**src/rtl/conv2_fmap_mem_read.sv**
```systemverilog
// ---------------------------------------------------------------------------
// conv2_fmap_mem_read
//
// Read-address generator for the Convolution 2 input feature-map memory.
// That memory holds the pooled Convolution 1 output: CH square maps of
// IN_W x IN_W words, stored back to back.
//
// For every input channel and every OUT_W x OUT_W output pixel, the block
// walks the matching K x K window in row-major tap order (taps 0..K*K-1).
// That order is the same as the weight addresser's, so the MAC stage pairs
// feature-map word N with weight word N on every cycle.
//
// One tap is issued per enabled cycle, with no bubbles between windows,
// pixels or channels. Read data returns one cycle after addr; the consumer
// aligns it.
//
// Ports
//   clk         rising-edge clock
//   reset       asynchronous, active-low; clears every counter, base and done
//   enable      advance one tap per cycle while high and done is low
//   addr        feature-map read address of the current tap (combinational
//               from registered bases)
//   addr_valid  enable && !done: addr is a live tap this cycle
//   tap_first   live tap is tap 0 of its window
//   tap_last    live tap is tap K*K-1 of its window
//   pixel_last  tap_last on the final output pixel of the channel
//   channel     current input channel, 0..CH-1
//   done        registered; set once every tap has been issued and held
//               until reset
// ---------------------------------------------------------------------------
module conv2_fmap_mem_read #(
    parameter int IN_W   = 12,
    parameter int K      = 5,
    parameter int OUT_W  = 8,
    parameter int CH     = 3,
    parameter int ADDR_W = 9
) (
    input  logic              clk,
    input  logic              reset,
    input  logic              enable,
    output logic [ADDR_W-1:0] addr,
    output logic              addr_valid,
    output logic              tap_first,
    output logic              tap_last,
    output logic              pixel_last,
    output logic [1:0]        channel,
    output logic              done
);

    // Counter widths. The guard keeps a 1-wide counter legal if K or OUT_W
    // is ever set to 1.
    localparam int KW = (K > 1) ? $clog2(K) : 1;
    localparam int OW = (OUT_W > 1) ? $clog2(OUT_W) : 1;

    localparam logic [KW-1:0] K_LAST  = KW'(K - 1);
    localparam logic [OW-1:0] O_LAST  = OW'(OUT_W - 1);
    localparam logic [1:0]    CH_LAST = 2'(CH - 1);

    // Base increments. Every base moves by add only, so no multiplier is
    // needed to form kr*IN_W, orow*IN_W or ch*IN_W*IN_W.
    //   TAP_ROW_STEP: from the last column of a kernel row to the first
    //                 column of the next row, i.e. IN_W-(K-1).
    //   PIX_ROW_STEP: from the last output column to the first column of
    //                 the next output row, i.e. IN_W-(OUT_W-1).
    //   CH_STEP:      size of one channel plane.
    localparam logic [ADDR_W-1:0] TAP_ROW_STEP = ADDR_W'(IN_W - (K - 1));
    localparam logic [ADDR_W-1:0] PIX_ROW_STEP = ADDR_W'(IN_W - (OUT_W - 1));
    localparam logic [ADDR_W-1:0] CH_STEP      = ADDR_W'(IN_W * IN_W);

    // -----------------------------------------------------------------------
    // State
    // -----------------------------------------------------------------------
    logic [KW-1:0]     kc_reg,       kc_next;
    logic [KW-1:0]     kr_reg,       kr_next;
    logic [OW-1:0]     oc_reg,       oc_next;
    logic [OW-1:0]     orow_reg,     orow_next;
    logic [1:0]        ch_reg,       ch_next;
    logic [ADDR_W-1:0] tap_off_reg,  tap_off_next;
    logic [ADDR_W-1:0] pix_base_reg, pix_base_next;
    logic [ADDR_W-1:0] ch_base_reg,  ch_base_next;
    logic              done_reg,     done_next;

    // -----------------------------------------------------------------------
    // Wrap detection
    // -----------------------------------------------------------------------
    logic advance;
    logic col_end;      // last column of the kernel row
    logic win_end;      // last tap of the window
    logic orow_end;     // last output column of the output row
    logic pix_end;      // last tap of the last pixel of the channel
    logic run_end;      // last tap of the last channel

    always_comb begin
        advance  = enable && !done_reg;
        col_end  = (kc_reg == K_LAST);
        win_end  = col_end && (kr_reg == K_LAST);
        orow_end = (oc_reg == O_LAST);
        pix_end  = win_end && orow_end && (orow_reg == O_LAST);
        run_end  = pix_end && (ch_reg == CH_LAST);
    end

    // -----------------------------------------------------------------------
    // Next-state logic
    //
    // A window wrap, a pixel wrap and a channel wrap can all land on the
    // same edge. They are resolved in one nested decision, so tap_off,
    // pix_base and ch_base always move together on that edge.
    //
    // On the very last tap only done is set. Every counter keeps its final
    // value, so addr keeps showing the last address after completion.
    // -----------------------------------------------------------------------
    always_comb begin
        kc_next       = kc_reg;
        kr_next       = kr_reg;
        oc_next       = oc_reg;
        orow_next     = orow_reg;
        ch_next       = ch_reg;
        tap_off_next  = tap_off_reg;
        pix_base_next = pix_base_reg;
        ch_base_next  = ch_base_reg;
        done_next     = done_reg;

        if (advance) begin
            if (run_end) begin
                done_next = 1'b1;
            end else if (!col_end) begin
                kc_next      = kc_reg + KW'(1);
                tap_off_next = tap_off_reg + ADDR_W'(1);
            end else if (!win_end) begin
                kc_next      = '0;
                kr_next      = kr_reg + KW'(1);
                tap_off_next = tap_off_reg + TAP_ROW_STEP;
            end else begin
                // Window finished: restart the tap walk and step the pixel.
                kc_next      = '0;
                kr_next      = '0;
                tap_off_next = '0;
                if (!orow_end) begin
                    oc_next       = oc_reg + OW'(1);
                    pix_base_next = pix_base_reg + ADDR_W'(1);
                end else if (orow_reg != O_LAST) begin
                    oc_next       = '0;
                    orow_next     = orow_reg + OW'(1);
                    pix_base_next = pix_base_reg + PIX_ROW_STEP;
                end else begin
                    // Channel finished (this is not the last channel,
                    // because run_end was false): step to the next plane.
                    oc_next       = '0;
                    orow_next     = '0;
                    pix_base_next = '0;
                    ch_next       = ch_reg + 2'd1;
                    ch_base_next  = ch_base_reg + CH_STEP;
                end
            end
        end
    end

    // -----------------------------------------------------------------------
    // State register
    // -----------------------------------------------------------------------
    always_ff @(posedge clk or negedge reset) begin
        if (!reset) begin
            kc_reg       <= '0;
            kr_reg       <= '0;
            oc_reg       <= '0;
            orow_reg     <= '0;
            ch_reg       <= '0;
            tap_off_reg  <= '0;
            pix_base_reg <= '0;
            ch_base_reg  <= '0;
            done_reg     <= 1'b0;
        end else begin
            kc_reg       <= kc_next;
            kr_reg       <= kr_next;
            oc_reg       <= oc_next;
            orow_reg     <= orow_next;
            ch_reg       <= ch_next;
            tap_off_reg  <= tap_off_next;
            pix_base_reg <= pix_base_next;
            ch_base_reg  <= ch_base_next;
            done_reg     <= done_next;
        end
    end

    // -----------------------------------------------------------------------
    // Outputs
    //
    // The flags are qualified only by enable and done. While reset is held
    // with enable high, the block already shows tap 0 of channel 0 as live.
    // -----------------------------------------------------------------------
    always_comb begin
        addr       = ch_base_reg + pix_base_reg + tap_off_reg;
        addr_valid = advance;
        tap_first  = advance && (kc_reg == '0) && (kr_reg == '0);
        tap_last   = advance && win_end;
        pixel_last = advance && pix_end;
        channel    = ch_reg;
        done       = done_reg;
    end

endmodule

```
**config.mk**
```make
export PLATFORM = sky130hd
export DESIGN_NAME = conv2_fmap_mem_read
export DESIGN_NICKNAME = d
export VERILOG_FILES = /design/src/rtl/conv2_fmap_mem_read.sv
export SDC_FILE = /design/constraint.sdc
export NUM_CORES = 1
export LEC_CHECK = 0
export BUFFER_PORTS_ARGS = -buffer_cell sky130_fd_sc_hd__buf_4
export CORE_MARGIN = 4
export CORE_UTILIZATION = 45
export CTS_CLUSTER_SIZE = 16
export DETAILED_ROUTE_END_ITERATION = 16
export PLACE_DENSITY = 0.7
export SYNTH_ARGS = -nofsm -noshare
export SYNTH_HDL_FRONTEND = slang
export SYNTH_SLANG_ARGS = --single-unit
```
**constraint.sdc**
```tcl
create_clock -name clk -period 3 [get_ports clk]
set_input_delay 0.45 -clock clk [delete_from_list [all_inputs] [get_ports clk]]
set_output_delay 0.45 -clock clk [all_outputs]
set_load 0.03 [all_outputs]
```
# Word-level counts from Yosys, hierarchy flattened
# Index checks and enable logic that the tools add are counted.
# word_totals
regBits	42
out_inout_bits	16
word_cells	55
# classes
addsub	12
eq_ne	6
muxes	8
bitwise_logic	2
n_reduce_logical	18
# op_table
operator	count
9-bit two-way mux	4
9-bit by 1-bit adder with 9-bit output, second input constant	2
9-bit adder	2
3-bit by 1-bit adder with 3-bit output, second input constant	4
3-bit == test, second input constant	4
3-bit two-way mux	4
9-bit by 3-bit adder with 9-bit output, second input constant	1
9-bit by 4-bit adder with 9-bit output, second input constant	1
9-bit by 8-bit adder with 9-bit output, second input constant	1
1-bit logical AND	9
3-bit logical NOT	2
6-bit AND reduction	1
5-bit AND reduction	1
2-bit AND reduction	2
4-bit AND reduction	1
3-bit != test, second input constant	1
3-bit AND reduction	1
2-bit by 1-bit adder with 2-bit output, second input constant	1
2-bit == test, second input constant	1
1-bit inverter	2
1-bit logical NOT	1

# Longest topological paths before layout
# depth
word_depth	7
ltp_mapped	8
mapped_depth_nobuf	8

# Least setup slack after synthesis
# OpenSTA, ideal clock, no wires.
# synth_timing
path_kind	reg-to-output
startpoint	reg tap_off_reg[5]
endpoint	out addr[8]
arrival_time_ns	2.395
required_ns	2.550
path_slack_ns	0.155
stages_incl_launch_ff	7
n_path_buf	0
path_cell_list	dfrtp_1 > fa_1 > ha_1 > and3_1 > a221o_1 > o41ai_1 > xnor2_1
# synth_between
elab_chain_cells	1
# synth_rtl
item	line	text
start, declared	78	logic [ADDR_W-1:0] tap_off_reg, tap_off_next;
start signal, assigned	178	tap_off_reg <= tap_off_next;
9-bit adder	192	addr = ch_base_reg + pix_base_reg + tap_off_reg;
end, declared	41	output logic [ADDR_W-1:0] addr,
# No other way between the ends.

# Worst setup path after layout
# Ends and elaborated chain as after synthesis.

==> implementation parameters <==
Parameter                              Value

Run status
  Status ... finished with violations
  Violations in the final reports ... negative setup slack

Clock network
  CTS max path bufs ... 2
  Cell at the root of the clock tree ... sky130_fd_sc_hd__clkbuf_8
  CTS clock-pin slew for the worst setup and hold paths ... 80 ps
  TritonCTS sink count ... 38
  H-tree lvl count ... 2
  Number of buffers inserted during clock tree synthesis ... 5
  Number of buffers inserted for hold repair after clock tree synthesis ... 0
  Worst-Skew Late Latency ... 300 ps
  Clock tree from TritonCTS ... done

Timing
  Fin Hold WS ... 104 ps
  Final Max Slew Viols ... 0
  Tmin final ... 3110 ps
  Actual slew at the worst max-slew pin ... a little over 900 ps
  Post-layout worst setup margin ... -114 ps
  Worst Clk Skew ... 13.3 ps
  Tightest slew margin relative to the limit ... 0.374
  Final Hold Viols ... 0
  Highest attainable clock frequency ... 321 MHz
  Unrepaired setup endpoints after global routing ... true
  Aggregate negative setup slack ... -152 ps
  Number of setup violations in the final report ... 2
  Portion of the clock cycle consumed by the worst path in the final layout ... 1.04

Global route
  Vias in the first global route ... between 1.5k and 2k
  Total overflow reported by the global router ... 0
  GRT Total Usage ... 0.162
  Pin count of the biggest net entering global routing ... 39
  Wire length of the first global-routing pass ... roughly 9300 µm
  Number of antenna violations at the first check in global routing ... 0

Drt
  Routed via count divided by cell count ... 5.68
  # DRC ... 0
  Number of optimization iterations in the first detailed-route pass ... 4
  DRT antenna net count ... 0
  Routed vias ... 2043
  Drt wl/cell ... approximately 15 µm
  Routed Wire Length ... 5360 µm
  Iter 0 DRT Violations ... roughly 150

Worst setup path
  Endpoint kind of the worst setup timing path ... output pin
  Slowest cell on crit path ... sky130_fd_sc_hd__fa_1
  Largest stage delay, worst path ... around 600 ps
  Worst setup startpoint ... tap_off_reg[5]$_DFFE_PN0P_
  Worst R2R Setup Slack ... 740 ps
  Element type at the critical path start ... flop
  Required time reported for the critical path endpoint ... 2550 ps
  Launch instance of the worst register-to-register path ... oc_reg[0]$_DFFE_PN0P_
  Arrival time of data at the critical path endpoint ... 2660 ps
  Category of the most critical setup path ... flop to output pin
  Worst-path maximum fanout ... 6
  Critical path cell sequence ... fa_1 -> ha_4 -> and3_4 -> a221o_1 -> o41ai_2 -> xnor2_1 -> buf_4

Power
  Internal cell power ... 1.40 mW
  Portion of total power attributed to combinational logic ... 0.452
  Relative contribution of sequential cells to total power ... 0.314
  Part of the power in the clock network ... 0.234
  P_leak ... 1.41 nW
  Power density over cell area ... between 700 and 800 nW/µm²
  Max IR drop VDD ... 536 µV
  Switching pwr ... 920 µW
  Switching fraction of total power ... 0.396

Finish
  Non-Filler Cell Area, Final ... 3000 µm²
  Layout filler cell count ... just under 500
  Final Net Count ... between 300 and 400
  Share of layout cells above drive strength 1 ... 0.198
  Area occupied by registers ... approximately 960 µm²
  Total inserted antenna cells ... 0
  Area of the multi-input gates ... 1540 µm²
  Layout Area Growth over Synthesis ... 17.5%
  Fraction of the core area covered by cells at the end of the flow ... 0.545

Logic synthesis
  Post-synthesis share of cell area spent on full adders, half adders and majority gates ... 0.165
  Xor-xnor portion of the synthesized cell area ... 0.0412
  Post-synthesis average cell area ... 9.78 µm²
  Count of distinct cell types in the synthesized netlist ... 54
  Fraction of synthesis flops using an asynchronous set or reset pin ... 1.00
  Top cells by count, synth ... 38 x sky130_fd_sc_hd__dfrtp_1, 28 x sky130_fd_sc_hd__nand2_1, 24 x sky130_fd_sc_hd__ha_1
  Proportion of synthesized chip area in sequential cells ... 0.372
  Post-synthesis mux area share ... 0.0255
  Area share of the largest cell type after synthesis ... 0.372
  Register bit total from synthesis ... 38
  Most instantiated library cell after synthesis ... sky130_fd_sc_hd__dfrtp_1
  Warnings, synthesis ... 0
  Most frequently used flop master after synthesis ... sky130_fd_sc_hd__dfrtp_1
  Number of synthesized flops with an enable pin ... 0
  Basic-gate share of the synthesized area counting and, or, nand and nor cells ... 0.171
  Synth area leaders ... sky130_fd_sc_hd__dfrtp_1 37%, sky130_fd_sc_hd__ha_1 12%, sky130_fd_sc_hd__nand2_1 4.1%
  Number of nets in the synthesized netlist ... just under 300
  Synth Area in Compound Gates ... 0.178
  Largest family of logic cells by synthesized area ... compound AO/OA/AOI/OAI gates
  Synthesized area ... 2550 µm²
  Gate count of the mapped netlist ... 261
  Biggest area consumer among synthesized cells ... sky130_fd_sc_hd__dfrtp_1

Floorplanning
  Area of the placeable core ... 5510 µm²
  Number of primary I/O pins ... 19
  Starting Density ... 0.464
  Die Wd ... 83.3 µm
  Floorplan die area ... 6940 µm²
  Row Count ... 27
  Chip Height ... 83.3 µm

Flow run
  Max capacitance violation total ... 0

Placement
  RePlAce Congestion ... 0.839
  HPWL Detailed ... 3990 µm
  Area of placed instances ... 2760 µm²
  Setup slack at placement ... approximately 83 ps
  Count of buffers from port buffering ... 18

Worst hold path
  Class of the most critical hold timing path ... input pin to async pin
power by group through the flow:
stage	registers [mW]	logic [mW]	clock network (mW)
after detailed placement	0.744	0.937	0
after floorplan	0.701	0.719	0
after global placement	0.738	0.924	0
after global routing	0.745	1.16	0.575
final	0.729	1.05	0.544
after CTS	0.726	1.02	0.551
per-stage QoR:
stage	power, mW	cells
2_1_floorplan	1.42	261
3_3_place_gp	1.66	348
3_5_place_dp	1.68	348
4_1_cts	2.29	359
5_1_grt	2.48	360
6_report	2.32	360
logic make-up (layout without fill, tap and decap cells):
kind of cell / count (synthesis) / in the layout
buffers and inverters: 26 / 53
AOI/OAI and AO/OA: 68 / 68
muxes: 6 / 6
adders and majority gates: 31 / 31
DFF: 38 / 38
xor gates and xnor gates: 12 / 12
and+or+nand+nor: 80 / 80
path summary, 6_finish.rpt:
check / to / cells past startpoint
setup reg to reg: tap_off_reg[8]$_DFFE_PN0P_ / 6
min in group clk: done$_DFFE_PN0P_ / 2
hold / removal: kr_reg[1]$_DFFE_PN0P_ / 1
setup / recovery: addr[8] / 7
max in group asynchronous: tap_off_reg[1]$_DFFE_PN0P_ / 1
hold reg to reg: ch_base_reg[8]$_DFFE_PN0P_ / 1
per-layer routing:
layer	vias up	wire length, µm	track usage
met2	53	2390	0.253
met3	8	328	0.0407
li1	1012	-	-
met1	970	2570	0.220
met4	0	76	0.0505
met5	-	0	0
what timing repair did:
item,4_1_cts,5_1_grt
resized for setup,5,8
endpoints found under the setup margin,2,3
buffers inserted,3,1
pin swaps,0,2
hold endpoints to repair,0,0
cell usage in the layout (no fill, tap or decap), drive strengths merged, types with 6 or more instances in the layout:
cell type and count:
dfrtp 38, nand2 28, buf 27, ha 24
inv 18, a21oi 17, o21ai 17, nor2 10
o31ai 9, xnor2 9, nand3 7, nand4 6
clkbuf 6
final cells by class:
type                       count  share of cell area
inverter                      18              0.0225
tap                           72              0.0300
timing repair buffer          27              0.0688
clock buffer                   6              0.0275
sequential                    38               0.319
multi-input combinational    197               0.513
clock inverter                 2              0.0200
worst max-delay path, delay by kind of cell (launching register included):
family	cells	cell delay (ps)
adder cells (fa/ha/maj)	2	830
AO/OA/AOI/OAI	2	620
flip-flops	1	410
buffers and inverters	1	180
AND/OR/NAND/NOR	1	170
XOR/XNOR	1	160
No activity file was read; power rests on OpenSTA's default activity.
